File: src/rtl/digit_text_renderer_pkg.sv
// digit_text_renderer_pkg: glyph codes and cell geometry shared by the renderer and its glyph ROM
package digit_text_renderer_pkg;
    localparam logic [3:0] GLYPH_0     = 4'd0;
    localparam logic [3:0] GLYPH_1     = 4'd1;
    localparam logic [3:0] GLYPH_2     = 4'd2;
    localparam logic [3:0] GLYPH_3     = 4'd3;
    localparam logic [3:0] GLYPH_4     = 4'd4;
    localparam logic [3:0] GLYPH_5     = 4'd5;
    localparam logic [3:0] GLYPH_6     = 4'd6;
    localparam logic [3:0] GLYPH_7     = 4'd7;
    localparam logic [3:0] GLYPH_8     = 4'd8;
    localparam logic [3:0] GLYPH_9     = 4'd9;
    localparam logic [3:0] GLYPH_MINUS = 4'd10;
    localparam logic [3:0] GLYPH_DOT   = 4'd11;
    localparam logic [3:0] GLYPH_E     = 4'd12;
    localparam logic [3:0] GLYPH_BLANK = 4'hF;
    localparam int GLYPH_W   = 5;
    localparam int GLYPH_H   = 6;
    localparam int CELL      = 8;
    localparam int CELL_LOG2 = 3;
endpackage

File: src/rtl/digit_text_renderer_if.sv
// digit_text_renderer_if: pixel stream, buffer write port and cursor controls of the text renderer
interface digit_text_renderer_if #(
    parameter int N_CHARS = 8
);
    localparam int AW = $clog2(N_CHARS);
    logic [9:0]    pixel_x;
    logic [9:0]    pixel_y;
    logic          video_on;
    logic          frame_tick;
    logic          wr_en;
    logic [AW-1:0] wr_addr;
    logic [3:0]    wr_data;
    logic          cursor_en;
    logic [AW-1:0] cursor_pos;
    logic          pixel_on;
    logic          video_on_d;
    modport master (
        output pixel_x, pixel_y, video_on, frame_tick, wr_en, wr_addr, wr_data, cursor_en, cursor_pos,
        input  pixel_on, video_on_d
    );
    modport slave (
        input  pixel_x, pixel_y, video_on, frame_tick, wr_en, wr_addr, wr_data, cursor_en, cursor_pos,
        output pixel_on, video_on_d
    );
endinterface

File: src/rtl/digit_text_renderer_glyph_rom.sv
// glyph_rom_5x6: combinational 5x6 font; rows 6-7 and blank codes read as zero, MSB is the leftmost column
module glyph_rom_5x6
    import digit_text_renderer_pkg::*;
(
    input  logic [3:0]         code,
    input  logic [2:0]         row,
    output logic [GLYPH_W-1:0] bits
);
    localparam logic [4:0] FONT [16][8] = '{
        '{5'h0E, 5'h11, 5'h11, 5'h11, 5'h11, 5'h0E, 5'h00, 5'h00},
        '{5'h04, 5'h0C, 5'h04, 5'h04, 5'h04, 5'h0E, 5'h00, 5'h00},
        '{5'h0E, 5'h11, 5'h02, 5'h04, 5'h08, 5'h1F, 5'h00, 5'h00},
        '{5'h1E, 5'h01, 5'h0E, 5'h01, 5'h01, 5'h1E, 5'h00, 5'h00},
        '{5'h02, 5'h06, 5'h0A, 5'h1F, 5'h02, 5'h02, 5'h00, 5'h00},
        '{5'h1F, 5'h10, 5'h1E, 5'h01, 5'h11, 5'h0E, 5'h00, 5'h00},
        '{5'h0E, 5'h10, 5'h1E, 5'h11, 5'h11, 5'h0E, 5'h00, 5'h00},
        '{5'h1F, 5'h01, 5'h02, 5'h04, 5'h08, 5'h08, 5'h00, 5'h00},
        '{5'h0E, 5'h11, 5'h0E, 5'h11, 5'h11, 5'h0E, 5'h00, 5'h00},
        '{5'h0E, 5'h11, 5'h11, 5'h0F, 5'h01, 5'h0E, 5'h00, 5'h00},
        '{5'h00, 5'h00, 5'h1F, 5'h00, 5'h00, 5'h00, 5'h00, 5'h00},
        '{5'h00, 5'h00, 5'h00, 5'h00, 5'h0C, 5'h0C, 5'h00, 5'h00},
        '{5'h1F, 5'h10, 5'h1E, 5'h10, 5'h10, 5'h1F, 5'h00, 5'h00},
        '{5'h00, 5'h00, 5'h00, 5'h00, 5'h00, 5'h00, 5'h00, 5'h00},
        '{5'h00, 5'h00, 5'h00, 5'h00, 5'h00, 5'h00, 5'h00, 5'h00},
        '{5'h00, 5'h00, 5'h00, 5'h00, 5'h00, 5'h00, 5'h00, 5'h00}
    };
    assign bits = FONT[code][row];
endmodule

File: src/rtl/digit_text_renderer.sv
// digit_text_renderer: two-stage pipeline drawing a row of scaled 5x6 glyphs plus a blinking underline cursor
module digit_text_renderer
    import digit_text_renderer_pkg::*;
#(
    parameter int  N_CHARS      = 8,
    parameter int  SCALE_LOG2   = 1,
    parameter int  ORIGIN_X     = 16,
    parameter int  ORIGIN_Y     = 16,
    parameter int  BLINK_FRAMES = 30,
    localparam int AW           = $clog2(N_CHARS)
) (
    input logic                  clk,
    input logic                  reset,
    digit_text_renderer_if.slave bus
);
    localparam logic [31:0] X0    = 32'(ORIGIN_X);
    localparam logic [31:0] Y0    = 32'(ORIGIN_Y);
    localparam logic [31:0] X_END = 32'(ORIGIN_X + ((N_CHARS * CELL) << SCALE_LOG2));
    localparam logic [31:0] Y_END = 32'(ORIGIN_Y + (CELL << SCALE_LOG2));
    localparam int          BW    = (BLINK_FRAMES > 1) ? $clog2(BLINK_FRAMES) : 1;
    localparam logic [BW-1:0] BLINK_LAST = BW'(BLINK_FRAMES - 1);

    logic [31:0]        w_px;
    logic [31:0]        w_py;
    logic               w_in_box;
    logic [9:0]         r_rel_x;
    logic [9:0]         r_rel_y;
    logic               r_in_box;
    logic               r_vid;
    logic [AW-1:0]      w_idx;
    logic [2:0]         w_col;
    logic [2:0]         w_row;
    logic [3:0]         w_code;
    logic [GLYPH_W-1:0] w_bits;
    logic               w_glyph;
    logic               w_cursor;
    logic [3:0]         r_buf [N_CHARS];
    logic [BW-1:0]      r_blink_cnt;
    logic               r_blink_phase;
    logic               r_pixel_on;
    logic               r_vid_d;

    // Bounds are checked on the raw coordinates so pixels left of/above the origin never wrap into the box
    assign w_px     = 32'(bus.pixel_x);
    assign w_py     = 32'(bus.pixel_y);
    assign w_in_box = (w_px >= X0) && (w_px < X_END) && (w_py >= Y0) && (w_py < Y_END);

    always_ff @(posedge clk) begin
        if (reset) begin
            r_rel_x  <= '0;
            r_rel_y  <= '0;
            r_in_box <= 1'b0;
            r_vid    <= 1'b0;
        end else begin
            r_rel_x  <= 10'(w_px - X0);
            r_rel_y  <= 10'(w_py - Y0);
            r_in_box <= w_in_box;
            r_vid    <= bus.video_on;
        end
    end

    assign w_idx  = AW'(r_rel_x >> (SCALE_LOG2 + CELL_LOG2));
    assign w_col  = 3'(r_rel_x >> SCALE_LOG2);
    assign w_row  = 3'(r_rel_y >> SCALE_LOG2);
    assign w_code = (32'(w_idx) < N_CHARS) ? r_buf[w_idx] : GLYPH_BLANK;

    glyph_rom_5x6 u_rom (
        .code (w_code),
        .row  (w_row),
        .bits (w_bits)
    );

    assign w_glyph  = (w_col < 3'(GLYPH_W)) ? w_bits[3'd4 - w_col] : 1'b0;
    assign w_cursor = bus.cursor_en && r_blink_phase && (w_idx == bus.cursor_pos)
                   && (32'(bus.cursor_pos) < N_CHARS) && (w_row == 3'(CELL - 1)) && (w_col < 3'(GLYPH_W));

    always_ff @(posedge clk) begin
        if (reset) begin
            r_pixel_on <= 1'b0;
            r_vid_d    <= 1'b0;
        end else begin
            r_pixel_on <= r_vid && r_in_box && (w_glyph || w_cursor);
            r_vid_d    <= r_vid;
        end
    end

    // Buffer is read combinationally in stage 2, so a same-cycle write is seen only on the next read
    always_ff @(posedge clk) begin
        if (reset) begin
            for (int i = 0; i < N_CHARS; i++) r_buf[i] <= GLYPH_BLANK;
            r_blink_cnt   <= '0;
            r_blink_phase <= 1'b0;
        end else begin
            if (bus.wr_en && (32'(bus.wr_addr) < N_CHARS)) r_buf[bus.wr_addr] <= bus.wr_data;
            if (bus.frame_tick) begin
                r_blink_cnt   <= (r_blink_cnt == BLINK_LAST) ? '0 : r_blink_cnt + 1'b1;
                r_blink_phase <= r_blink_phase ^ (r_blink_cnt == BLINK_LAST);
            end
        end
    end

    assign bus.pixel_on   = r_pixel_on;
    assign bus.video_on_d = r_vid_d;
endmodule

File: src/flat_wrapper.sv
// flat-port wrapper written by rule: the top's interface ports become plain ports
module digit_text_renderer_flat import digit_text_renderer_pkg::*;
#(
    parameter int  N_CHARS      = 8,
    parameter int  SCALE_LOG2   = 1,
    parameter int  ORIGIN_X     = 16,
    parameter int  ORIGIN_Y     = 16,
    parameter int  BLINK_FRAMES = 30,
    localparam int AW           = $clog2(N_CHARS)
)
  (clk, reset, bus_pixel_x, bus_pixel_y, bus_video_on, bus_frame_tick, bus_wr_en, bus_wr_addr, bus_wr_data, bus_cursor_en, bus_cursor_pos, bus_pixel_on, bus_video_on_d);
  digit_text_renderer_if #(.N_CHARS(N_CHARS)) bus_i ();
  input logic clk;
  input logic reset;
  input wire logic [$bits(bus_i.pixel_x)-1:0] bus_pixel_x;
  input wire logic [$bits(bus_i.pixel_y)-1:0] bus_pixel_y;
  input wire logic [$bits(bus_i.video_on)-1:0] bus_video_on;
  input wire logic [$bits(bus_i.frame_tick)-1:0] bus_frame_tick;
  input wire logic [$bits(bus_i.wr_en)-1:0] bus_wr_en;
  input wire logic [$bits(bus_i.wr_addr)-1:0] bus_wr_addr;
  input wire logic [$bits(bus_i.wr_data)-1:0] bus_wr_data;
  input wire logic [$bits(bus_i.cursor_en)-1:0] bus_cursor_en;
  input wire logic [$bits(bus_i.cursor_pos)-1:0] bus_cursor_pos;
  output wire logic [$bits(bus_i.pixel_on)-1:0] bus_pixel_on;
  output wire logic [$bits(bus_i.video_on_d)-1:0] bus_video_on_d;
  assign bus_i.pixel_x = bus_pixel_x;
  assign bus_i.pixel_y = bus_pixel_y;
  assign bus_i.video_on = bus_video_on;
  assign bus_i.frame_tick = bus_frame_tick;
  assign bus_i.wr_en = bus_wr_en;
  assign bus_i.wr_addr = bus_wr_addr;
  assign bus_i.wr_data = bus_wr_data;
  assign bus_i.cursor_en = bus_cursor_en;
  assign bus_i.cursor_pos = bus_cursor_pos;
  assign bus_pixel_on = bus_i.pixel_on;
  assign bus_video_on_d = bus_i.video_on_d;
  digit_text_renderer #(.N_CHARS(N_CHARS), .SCALE_LOG2(SCALE_LOG2), .ORIGIN_X(ORIGIN_X), .ORIGIN_Y(ORIGIN_Y), .BLINK_FRAMES(BLINK_FRAMES)) u_core (.clk(clk), .reset(reset), .bus(bus_i));
endmodule
File: config.mk
export PLATFORM = sky130hd
export DESIGN_NAME = digit_text_renderer_flat
export DESIGN_NICKNAME = d
export VERILOG_FILES = /design/src/rtl/digit_text_renderer_pkg.sv /design/src/rtl/digit_text_renderer_if.sv /design/src/rtl/digit_text_renderer_glyph_rom.sv /design/src/rtl/digit_text_renderer.sv /design/src/flat_wrapper.sv
export SDC_FILE = /design/constraint.sdc
export NUM_CORES = 1
export LEC_CHECK = 0
export BUFFER_PORTS_ARGS = -buffer_cell sky130_fd_sc_hd__buf_2
export CAP_MARGIN = 10
export CORE_MARGIN = 2
export CORE_UTILIZATION = 58
export DETAILED_ROUTE_END_ITERATION = 10
export PLACE_DENSITY = 0.76
export SLEW_MARGIN = 10
export SYNTH_ARGS = -nofsm -noshare
export SYNTH_HDL_FRONTEND = slang
export SYNTH_SLANG_ARGS = --single-unit
export TNS_END_PERCENT = 1
File: constraint.sdc
create_clock -name clk -period 3.8 [get_ports clk]
set_clock_uncertainty 0.2 [all_clocks]
set_input_delay 0.76 -clock clk [delete_from_list [all_inputs] [get_ports clk]]
set_output_delay 0.76 -clock clk [all_outputs]
set_load 0.05 [all_outputs]
## Yosys cells after proc, flatten, opt, wreduce, memory -nomap -nowiden

Memories as Yosys holds them, arrays and structs flattened. A register that Yosys moved wholly into a read port is not among the register bits.
Index checks and enable logic that the tools add are counted.

- Register bits: 21
- Bits in writable memories: 32
- Bits in read-only memories: 640
- Input bits: 36
- Output and inout port bits: 2
- Word-level logic and storage cells: 57
- Memories: 2

- $add $sub $neg: 4
- Order comparisons: 8
- Equal/unequal tests: 3
- Muxes and demuxes: 18
- Bitwise operators: 3
- Reductions and logical operators: 11

Memories:

| memory | words | bits a word | read ports | clocked after Yosys merged registers in | write ports | line | source |
|---|---|---|---|---|---|---|---|
| (no name shown) | 16 | 40 | 1 | 0 | 0 | digit_text_renderer_glyph_rom.sv:27 | `assign bits = FONT[code][row];` |
| u_core.r_buf | 8 | 4 | 1 | 1 | 8 | digit_text_renderer.sv:37 | `logic [3:0] r_buf [N_CHARS];` |

Operator list:

| operator | count |
|---|---|
| 40-bit 2-to-1 mux | 2 |
| 10-bit by 5-bit >= comparator with 1-bit output, second input constant | 2 |
| 5-bit binary-select mux with 3-bit select | 1 |
| 5-bit 2-to-1 mux | 3 |
| 10-bit by 6-bit less-than comparator with 1-bit output, second input constant | 1 |
| 10-bit by 8-bit less-than comparator with 1-bit output, second input constant | 1 |
| 1-bit logical AND | 9 |
| 1-bit 2-to-1 mux | 8 |
| 7-bit by 5-bit subtractor with 7-bit output, second input constant | 1 |
| 3-bit 2-to-1 mux | 2 |
| 5-bit by 1-bit adder with 5-bit output, second input constant | 1 |
| 5-bit equality test, second input constant | 1 |
| 5-bit >= comparator, second input constant | 1 |
| 4-bit inverter with 5-bit output | 1 |
| 4-bit >= comparator, second input constant | 1 |
| 3-bit by 4-bit less-than comparator with 1-bit output, second input constant | 1 |
| 4-bit 2-to-1 mux | 1 |
| 3-bit inverter with 4-bit output | 1 |
| 4-bit OR reduction | 1 |
| 4-bit by 1-bit subtractor with 4-bit output, second input constant | 1 |
| 1-bit binary-select mux with 3-bit select | 1 |
| 3-bit equality test | 1 |
| 3-bit equality test, second input constant | 1 |
| 3-bit less-than comparator, second input constant | 1 |
| other kinds (3) | 3 |

## Longest topological paths before layout

Gate-level depths: netlist of the first run.

- Word-level depth: 12
- Mapped depth: 12
- Depth with buffers taken out: 10

## Modules after synthesis

From an unflattened synthesis of the first run, not the netlist that was laid out.

- Cell total of the unflattened synthesis: 311
- Area, all modules: 3226.8 um^2

Modules (own cells, without submodules):

| module | times used | cells an instance | area each (um^2) |
|---|---|---|---|
| digit_text_renderer | 1 | 181 | 2374.8 |
| glyph_rom_5x6 | 1 | 130 | 852.1 |

## Worst setup path after synthesis of the first run

OpenSTA, ideal clock, no wires.

- Kind: register to register
- From: reg u_core.r_rel_x[4]
- To: reg u_core.r_pixel_on (netlist: u_core.bus.pixel_on)
- Library setup time: 0.079 ns
- Arrival time: 2.897 ns
- Data required time: 3.521 ns
- Slack: 0.624 ns
- Stages on the path, launching flop included: 13
- Period minus slack after synthesis: 3.176 ns
- Cells stage by stage: dfxtp_1 > buf_6 > mux4_1 > mux2_2 > inv_1 > ha_1 > clkbuf_1 > inv_1 > maj3_2 > or3_1 > o2111ai_1 > nand4b_1 > o211ai_1

- Longest elaborated chain between the ends: 6

Ends and longest elaborated chain:

| what | line | source |
|---|---|---|
| start, declared | digit_text_renderer.sv:26 | `logic [9:0] r_rel_x;` |
| start signal, assigned | digit_text_renderer.sv:55 | `r_rel_x <= 10'(w_px - X0);` |
| 3-bit equality test | digit_text_renderer.sv:74 | `assign w_cursor = bus.cursor_en && r_blink_phase && (w_idx == bus.cursor_pos)` |
| 1-bit logical AND | digit_text_renderer.sv:74 |  |
| 1-bit logical AND (2 in series) | digit_text_renderer.sv:75 | `&& (32'(bus.cursor_pos) < N_CHARS) && (w_row == 3'(CELL - 1)) && (w_col < 3'(GLYPH_W));` |
| 1-bit logical OR | digit_text_renderer.sv:82 | `r_pixel_on <= r_vid && r_in_box && (w_glyph \|\| w_cursor);` |
| 1-bit logical AND | digit_text_renderer.sv:82 |  |
| end signal, assigned | digit_text_renderer.sv:82 |  |
| end, declared | digit_text_renderer.sv:40 | `logic r_pixel_on;` |

Every way passes these cells.
A chain may end at the register's enable or synchronous reset.

## Worst setup path after layout of the first run

Same ends and word-level chain as after synthesis.

==> flow_summary.ini, run 1 <==
[floorplan]
std_cell_rows = 26
io_pins = 38
core-area_um2 = 5170
dieHeight_um = 77.8
die_x_um = 77.8
die_area_um2 = 6050
start_util_pct = 61.0

[route]
wl_mm = 6.78
ant_nets = 0
drtPass1Iterations = 5
route.detailed.drc = 0
wl_met1_mm = 2.83
wl_per_cell_um = 16.7
route.met3.wl_um = 306
vias_per_cell = 5.98
drt-initial-drc-count = 168
wl_met2_mm = 3.48
via_count = 2421
top_layer = met4

[timing]
min_period_ns = 3.40
fin_crit_sh_pct = 89.4
final-hold-violation-count = 0
worst_pin_slew_ns = 0.666
timing.fmax_mhz = 294
maxSlewHeadroom_pct = 55.5
fin_setup_tns_ns = 0
setup_viol = 0
slew_viol_final = 0
rsz0062_at_grt = no

[worst_setup_path]
path_common_cell = mux4_1
path_class = flop to flop
end_kind = flop
crit_arrival_ns = 3.37
worstPathRequired_ns = 3.78
slowest_delay_ns = 0.60
cpMaxStageDelayCell = mux4_1
r2r_setup_slack_ns = 0.40
start_kind = flop
worstPathMaxFanout = 8
worstPathCellList = mux4_1 -> mux2_2 -> inv_1 -> ha_1 -> mux4_1 -> nor2_1 -> or4_1 -> nand4b_1 -> o211ai_1
path_delay_family = multiplexers
cp_num_buf_inv = 1

[clocking]
clock_path_buffers = 2
clk_transition_reported_paths_ns = 0.09
cts_made_buffers = 5
cts.sinks = 51
cts_tree = built
clockRootBuffer = clkbuf_8
post_cts_resized = 0
ctsHtreeMaxLevel = 2
cts_hold_buf = 0
clk_latency_ns = 0.30
post_cts.repair.setup_buffers = 0

[final_layout]
layout_common_cells = buf_2, edfxtp_1, nor2_1
nets = 382
drive_gt1_share_pct = 24.5
area_delta_synth_final_pct = 10.5
seqCellArea_um2 = 1340
finalNonFillerCells = 405
final_common_cell = buf_2
multiInputGateArea_um2 = 1660
num_antenna_cells = 0
nFillCells = 411

[synth]
synth.avg_cell_area_um2 = 10.4
synth_ff_type = edfxtp_1
yosys_warnings = 0
yosys.area.top_type = edfxtp_1
yosysUniqueCellTypes = 58
syn_area_um2 = 3160
synth_top_area_share_pct = 30.4
synth-seq-cells = 51
syn-num-nets = 351
syn-instance-count = 303
ys_top_cells_by_area = edfxtp_1, dfxtp_1, ha_1, nand2b_1, or2_2
async_flop_share_pct = 0
ys_seq_area_share_pct = 42.5
synth-edff-count = 32

[grt]
grt_start_max_net_pins = 25
grtUsageTotal_pct = 24.8
antenna_found_initial = 0
grt-ovfl-total = 0
grt_pass1_vias = 2476
grt_pass1_wl_mm = 11.8

[placement]
io_buffers = 36
dpl.hpwl_mm = 5.04
globalplace.congestion = 0.892
placedCellCount = 397

[min_path]
hold_class = flop to flop

[power_and_ir_drop]
intPower_mw = 0.949
p_sw_mw = 0.387
seqPwrFrac_pct = 48.0
clkPwrFrac_pct = 28.4
power_frac_comb_pct = 23.6
power.density_nw_per_um2 = 383
leakagePower_nw = 1.27
p_sw_share_pct = 28.9
ir_drop_uv = 251

[job]
drv_cap = 0

[run_status]
outcome = finished clean
==> cell families (layout without fill, tap and decap cells) <==
family          after synthesis  in the layout  synth area share, %
flops                        51             51                 42.5
xor+xnor                     11             11                 3.29
fa+ha+maj                    13             13                 5.11
buf+inv                      32             64                 4.80
simple gates                124            124                 21.6
compound gates               53             53                 12.0
mux                          19             19                 10.7
==> cell type report <==
class	instances	area share [%]
multi-input combinational	220	47.7
inverter	13	1.40
clock inverter	3	1.26
tap	70	2.51
clock buffer	5	1.97
sequential	51	38.5
timing repair buffer	43	6.67
==> per-layer routing <==
| metal | vias up | track usage [%] |
|---|---|---|
| met4 | 0 | 9.82 |
| li1 | 1177 | - |
| met5 | - | 0 |
| met2 | 94 | 42.5 |
| met1 | 1132 | 30.9 |
| met3 | 18 | 4.42 |
==> sequential cells by signal (all words and copies together) (netlist names) <==
register               flops
u_core.r_rel_x             6
u_core.r_rel_y             3
u_core.r_in_box            1
u_core.r_buf              32
u_core.bus.video_on_d      1
u_core.bus.pixel_on        1
u_core.r_vid               1
u_core.r_blink_phase       1
u_core.r_blink_cnt         5
==> metrics by stage <==
stage	hold slack, ns	worst slack, ns	cell area, µm²	util [%]	total power [mW]
3_5_place_dp	0.275	0.425	3370	65.2	0.961
4_1_cts	0.288	0.404	3490	67.4	1.34
5_1_grt	0.324	0.211	3490	67.4	1.40
6_report	0.282	0.402	3490	67.4	1.34
3_3_place_gp	0.262	0.430	3370	65.2	0.956
2_1_floorplan	0.245	0.624	3160	-	0.883
==> worst register-to-register path, delay by kind of cell (launching register included) <==
| kind | cells | cell delay, ns |
|---|---|---|
| compound gates | 1 | 0.10 |
| mux | 3 | 1.25 |
| simple gates | 3 | 0.66 |
| buf+inv | 1 | 0.17 |
| flops | 1 | 0.57 |
| fa+ha+maj | 1 | 0.33 |
==> synth_stat cells, drive strengths merged (8+ instances only) <==
library cell	count
buf	11
clkbuf	8
dfxtp	19
edfxtp	32
ha	12
inv	13
mux4	9
nand2	15
nand2b	19
nand3	8
nor2	21
nor2b	8
o21ai	10
or2	20
==> worst paths after layout <==
path / start / to / cells after the start
setup reg to reg: u_core.r_rel_x[4]$_SDFF_PP0_ / u_core.bus.pixel_on$_SDFF_PP0_ / 9
hold reg to reg: u_core.r_vid$_SDFF_PP0_ / u_core.bus.video_on_d$_SDFF_PP0_ / 1
hold / removal: u_core.r_vid$_SDFF_PP0_ / u_core.bus.video_on_d$_SDFF_PP0_ / 1
setup / recovery: u_core.r_rel_x[4]$_SDFF_PP0_ / u_core.bus.pixel_on$_SDFF_PP0_ / 9
==> power groups by stage <==
stage                     Clock (mW)  Combinational [mW]  Sequential, mW
after floorplan                    0               0.244           0.639
after global placement             0               0.305           0.651
after detailed placement           0               0.307           0.654
after CTS                      0.387               0.310           0.641
after global routing           0.408               0.349           0.645
final                          0.380               0.315           0.641
Power figures use the tool's default switching activity.
==> run 2: changes to the inputs <==
--- a/config.mk
+++ b/config.mk
@@ -8,9 +8,10 @@
 export BUFFER_PORTS_ARGS = -buffer_cell sky130_fd_sc_hd__buf_2
 export CAP_MARGIN = 10
 export CORE_MARGIN = 2
-export CORE_UTILIZATION = 58
+export CORE_UTILIZATION = 40
 export DETAILED_ROUTE_END_ITERATION = 10
-export PLACE_DENSITY = 0.76
+export GPL_TIMING_DRIVEN = 0
+export PLACE_DENSITY = 0.54
 export SLEW_MARGIN = 10
 export SYNTH_ARGS = -nofsm -noshare
 export SYNTH_HDL_FRONTEND = slang
==> run 2 against run 1 <==
  * Final area rose by 1.7%
  * Clock power fell by 16%
  * Setup slack got worse by 0.17 ns
  * Combinational power rose by 7.3%
  * Wire length rose by 4.6%
  * Sequential power fell by 1%
  * Clock-buffer cell count did not move
  * Critical path depth rose by 2
  * Non-clock buffer count rose by 9
  * Global-route usage fell by 7.3 points
  * Final cell count rose by 10%
  * Critical path type unchanged
==> flow_summary.ini, run 2 (synthesis results as in run 1) <==
[run_status]
outcome = finished clean

[clocking]
ctsHtreeMaxLevel = 2
clock_path_buffers = 2
clockRootBuffer = clkbuf_8
post_cts_resized = 0
cts.sinks = 51
cts_hold_buf = 0
clk_transition_reported_paths_ns = 0.10
post_cts.repair.setup_buffers = 0
cts_tree = built
clk_latency_ns = 0.31
cts_made_buffers = 5

[power_and_ir_drop]
seqPwrFrac_pct = 49.0
leakagePower_nw = 1.28
ir_drop_uv = 176
p_total_mw = 1.29
clkPwrFrac_pct = 24.8
intPower_mw = 0.891
p_sw_mw = 0.399
power_frac_comb_pct = 26.2
power.density_nw_per_um2 = 364
p_sw_share_pct = 30.9

[timing]
worst_slack_ns = 0.232
slew_viol_final = 0
timing.fmax_mhz = 280
fin_crit_sh_pct = 93.9
min_period_ns = 3.57
maxSlewHeadroom_pct = 58.9
worst_pin_slew_ns = 0.615
rsz0062_at_grt = no
holdWs_ns = 0.275
setup_viol = 0
final-hold-violation-count = 0
fin_setup_tns_ns = 0

[route]
via_count = 2410
vias_per_cell = 5.40
wl_mm = 7.09
route.detailed.drc = 0
drt-initial-drc-count = 117
drtPass1Iterations = 5
wl_per_cell_um = 15.9
ant_nets = 0

[worst_setup_path]
reg2reg_depth = 11
cpMaxStageDelayCell = mux4_1
start_kind = flop
worstPathCellList = buf_6 -> mux4_1 -> mux2_2 -> inv_1 -> ha_1 -> inv_1 -> maj3_2 -> or3_1 -> o2111ai_1 -> nand4b_1 -> o211ai_1
crit_arrival_ns = 3.60
worstPathMaxFanout = 10
slowest_delay_ns = 0.54
worstPathRequired_ns = 3.83
r2r_setup_slack_ns = 0.23
end_kind = flop
r2r-end = u_core.bus.pixel_on$_SDFF_PP0_
path_common_cell = inv_1
r2r-start = u_core.r_rel_x[4]$_SDFF_PP0_
path_class = flop to flop

[placement]
dpl.hpwl_mm = 5.51
placedCellCount = 440
place_area_um2 = 3460
globalplace.congestion = 0.927
place_ws_ns = 0.0569
io_buffers = 35

[min_path]
hold_start = u_core.r_vid$_SDFF_PP0_
hold_class = flop to flop
holdPathStages = 1
holdPathEnd = u_core.bus.video_on_d$_SDFF_PP0_

[grt]
busiest_layer = met2
antenna_found_initial = 0
use_met3_pct = 3.09
grt-ovfl-total = 0
grt_start_max_net_pins = 18
grtUsageTotal_pct = 17.5
grt_use_met2_pct = 29.6
grtUsageMet1_pct = 23.0
grt_pass1_wl_mm = 11.9
grt_pass1_vias = 2388

[final_layout]
finalNonFillerCells = 446
drive_gt1_share_pct = 24.7
fin_util_pct = 46.1
largest_reg_flops = 32
stdcell_area_um2 = 3540
area_delta_synth_final_pct = 12.3
top_regs = u_core.r_buf x32, u_core.r_rel_x x6, u_core.r_blink_cnt x5
nets = 391
top_register = u_core.r_buf
layout_common_cells = buf_2, edfxtp_1, nor2_1
num_antenna_cells = 0
final_common_cell = buf_2

[floorplan]
start_util_pct = 41.1
core-area_um2 = 7690
die_x_um = 92.8
die_area_um2 = 8620
std_cell_rows = 32
io_pins = 38
dieHeight_um = 92.8

[job]
drv_cap = 0
-- run 2: cell count changes in the layout (fill, tap and decap cells not counted), sizes merged --
cell	previous run	this run
clkbuf	5	11
buf	43	46
bufinv	1	0
clkinv	2	1
clkinvlp	0	1
inv	13	14
-- run 2: worst max path at each step --
stage | startpoint | end | slack (ns)
finish | u_core.r_rel_x[4]$_SDFF_PP0_ | u_core.bus.pixel_on$_SDFF_PP0_ | 0.23
global route | u_core.r_rel_x[4]$_SDFF_PP0_ | u_core.bus.pixel_on$_SDFF_PP0_ | 0.05
CTS | u_core.r_rel_x[6]$_SDFF_PP0_ | u_core.bus.pixel_on$_SDFF_PP0_ | 0.007
detailed placement | u_core.r_rel_x[6]$_SDFF_PP0_ | u_core.bus.pixel_on$_SDFF_PP0_ | 0.06
global placement | u_core.r_rel_x[6]$_SDFF_PP0_ | u_core.bus.pixel_on$_SDFF_PP0_ | 0.03
floorplan | u_core.r_rel_x[4]$_SDFF_PP0_ | u_core.bus.pixel_on$_SDFF_PP0_ | 0.62
-- run 2: routing by layer --
metal | part of all wire, % | up-vias
li1 | - | 1195
met1 | 45 | 1114
met2 | 48 | 86
met3 | 5.0 | 15
met4 | 1.8 | 0
met5 | 0 | -
-- run 2: layout make-up --
class	instances	area, µm²
Sequential cell	51	1340
Fill cell	758	4140
Clock buffer	5	68.8
Multi-Input combinational cell	220	1660
Tap cell	102	128
Clock inverter	3	23.8
Buffer	17	95.1
Inverter	13	48.8
Timing Repair Buffer	35	175
-- run 2: worst max-delay path, delay by kind of cell, from the launching register on --
family	cells	cell delay, ns
buf+inv	3	0.55
fa+ha+maj	2	0.77
flops	1	0.33
simple gates	2	0.44
mux	2	0.91
compound gates	2	0.30
-- run 2: power by group through the flow --
| stage | sequential (mW) | clock (mW) | combinational (mW) |
|---|---|---|---|
| floorplan | 0.639 | 0 | 0.244 |
| detailed placement | 0.643 | 0 | 0.335 |
| global route | 0.637 | 0.355 | 0.368 |
| global placement | 0.643 | 0 | 0.339 |
| CTS | 0.630 | 0.333 | 0.337 |
| finish | 0.632 | 0.320 | 0.338 |
==> run 3: changes to the inputs <==
--- a/config.mk
+++ b/config.mk
@@ -5,6 +5,7 @@
 export SDC_FILE = /design/constraint.sdc
 export NUM_CORES = 1
 export LEC_CHECK = 0
+export ABC_AREA = 0
 export BUFFER_PORTS_ARGS = -buffer_cell sky130_fd_sc_hd__buf_2
 export CAP_MARGIN = 10
 export CORE_MARGIN = 2
@@ -12,6 +13,7 @@
 export DETAILED_ROUTE_END_ITERATION = 10
 export GPL_TIMING_DRIVEN = 0
 export PLACE_DENSITY = 0.54
+export SETUP_SLACK_MARGIN = 0.15
 export SLEW_MARGIN = 10
 export SYNTH_ARGS = -nofsm -noshare
 export SYNTH_HDL_FRONTEND = slang
==> constraint.sdc (replaced) <==
create_clock -name clk -period 3.8 [get_ports clk]
set_clock_uncertainty 0.2 [all_clocks]
set_input_delay 0.76 -clock clk [delete_from_list [all_inputs] [get_ports clk]]
set_output_delay 0.76 -clock clk [all_outputs]
set_load 0.02 [all_outputs]
==> run 3 against run 2 <==
  * Critical endpoint unchanged
  * Flip-flop and latch count unchanged
  * Combinational power about the same
  * Sequential power about the same
==> flow_summary.ini, run 3 (synthesis results as in run 1) <==
[timing]
timing.fmax_mhz = 297
min_period_ns = 3.37
holdWs_ns = 0.275
rsz0062_at_grt = no
fin_crit_sh_pct = 88.7
final-hold-violation-count = 0
slew_viol_final = 0
maxSlewHeadroom_pct = 58.9
setup_viol = 0
worst_pin_slew_ns = 0.615
fin_setup_tns_ns = 0

[grt]
grt_pass1_wl_mm = 11.9
grt-ovfl-total = 0
antenna_found_initial = 0
grt_start_max_net_pins = 18
grt_pass1_vias = 2388
grtUsageTotal_pct = 17.5

[floorplan]
die_area_um2 = 8620
core-area_um2 = 7690
io_pins = 38
dieHeight_um = 92.8
std_cell_rows = 32
start_util_pct = 41.1
die_x_um = 92.8

[final_layout]
num_antenna_cells = 0
largest_reg_flops = 32
finalNonFillerCells = 448
nets = 393
drive_gt1_share_pct = 25.4
layout_common_cells = buf_2, edfxtp_1, nor2_1
top_regs = u_core.r_buf x32, u_core.r_rel_x x6, u_core.r_blink_cnt x5
seqCellArea_um2 = 1340
top_register = u_core.r_buf
final_common_cell = buf_2
stdcell_area_um2 = 3550
multiInputGateArea_um2 = 1660
nFillCells = 758
area_delta_synth_final_pct = 12.6

[clocking]
clockRootBuffer = clkbuf_8
clk_transition_reported_paths_ns = 0.10
cts.sinks = 51
clk_latency_ns = 0.31
clock_path_buffers = 2
ctsHtreeMaxLevel = 2
cts_tree = built
post_cts.repair.setup_buffers = 0
cts_hold_buf = 0
cts_made_buffers = 5

[power_and_ir_drop]
p_total_mw = 1.29
power.density_nw_per_um2 = 363
ir_drop_uv = 177
leakagePower_nw = 1.28

[route]
drt-initial-drc-count = 101
vias_per_cell = 5.40
drtPass1Iterations = 4
wl_per_cell_um = 15.8
via_count = 2421
route.detailed.drc = 0
wl_mm = 7.09
ant_nets = 0

[placement]
place_area_um2 = 3460
io_buffers = 35
globalplace.congestion = 0.927
placedCellCount = 440
dpl.hpwl_mm = 5.51

[min_path]
holdPathStages = 1
hold_class = flop to flop
holdPathEnd = u_core.bus.video_on_d$_SDFF_PP0_
hold_start = u_core.r_vid$_SDFF_PP0_

[worst_setup_path]
start_kind = flop
path_class = flop to flop
crit_arrival_ns = 3.40
end_kind = flop
r2r_setup_slack_ns = 0.43
worstPathMaxFanout = 10
r2r-start = u_core.r_rel_x[4]$_SDFF_PP0_
worstPathRequired_ns = 3.83
r2r-end = u_core.bus.pixel_on$_SDFF_PP0_
reg2reg_depth = 12

[run_status]
outcome = finished clean

[job]
drv_cap = 0
==> run 3: changes by cell type in the layout (fill, tap and decap cells not counted) <==
cell,change
inv_2,+1
inv_1,-1
clkbuf_2,+2
==> run 3: report_power, final <==
part / leakage, nW / total, mW / internal [mW] / switching [mW]
logic: 0.760 / 0.339 / 0.141 / 0.198
registers: 0.477 / 0.630 / 0.618 / 0.0127
clock network: 0.0461 / 0.322 / 0.133 / 0.189
==> run 3: metrics by stage <==
| stage | util (%) | setup slack (ns) |
|---|---|---|
| 5_1_grt | 46.2 | 0.222 |
| 4_1_cts | 46.2 | 0.346 |
| 3_5_place_dp | 45.0 | 0.0569 |
| 2_1_floorplan | - | 0.624 |
| 3_3_place_gp | 45.0 | 0.0348 |
| 6_report | 46.2 | 0.431 |
==> run 3: critical path, stage by stage (launching register included) <==
cell and delay, ns:
dfxtp_1 0.33, buf_6 0.16, mux4_1 0.54, mux2_2 0.37
inv_2 0.13, ha_1 0.15, clkbuf_2 0.24, inv_1 0.15
maj3_2 0.30, or3_1 0.30, o2111ai_1 0.09, nand4b_1 0.12
o211ai_1 0.20
==> run 3: per-layer routing <==
layer	track usage, %	routed length [µm]
met5	0	0
met4	5.02	121
met3	3.09	391
met2	29.6	3440
met1	23.0	3140
==> run 3: area by class of cell <==
cell class	count	share of cell area, %
Sequential cell	51	37.7
Timing Repair Buffer	35	4.93
Tap cell	102	3.59
Clock buffer	5	1.94
Inverter	13	1.37
Buffer	19	2.96
Multi-Input combinational cell	220	46.8
Clock inverter	3	0.669
==> run 3: worst max path at each step <==
stage / depth (start not counted) / endpoint / slack [ns] / startpoint
floorplan: 12 / u_core.bus.pixel_on$_SDFF_PP0_ / 0.62 / u_core.r_rel_x[4]$_SDFF_PP0_
global placement: 12 / u_core.bus.pixel_on$_SDFF_PP0_ / 0.03 / u_core.r_rel_x[6]$_SDFF_PP0_
detailed placement: 12 / u_core.bus.pixel_on$_SDFF_PP0_ / 0.06 / u_core.r_rel_x[6]$_SDFF_PP0_
CTS: 12 / u_core.bus.pixel_on$_SDFF_PP0_ / 0.35 / u_core.r_rel_x[4]$_SDFF_PP0_
global route: 12 / u_core.bus.pixel_on$_SDFF_PP0_ / 0.22 / u_core.r_rel_x[4]$_SDFF_PP0_
finish: 12 / u_core.bus.pixel_on$_SDFF_PP0_ / 0.43 / u_core.r_rel_x[4]$_SDFF_PP0_
==> run 3: repair_timing <==
action / in CTS / in global routing
endpoints found under the setup margin: 1 / 1
gates cloned: 0 / 0
resized for setup: 2 / 1
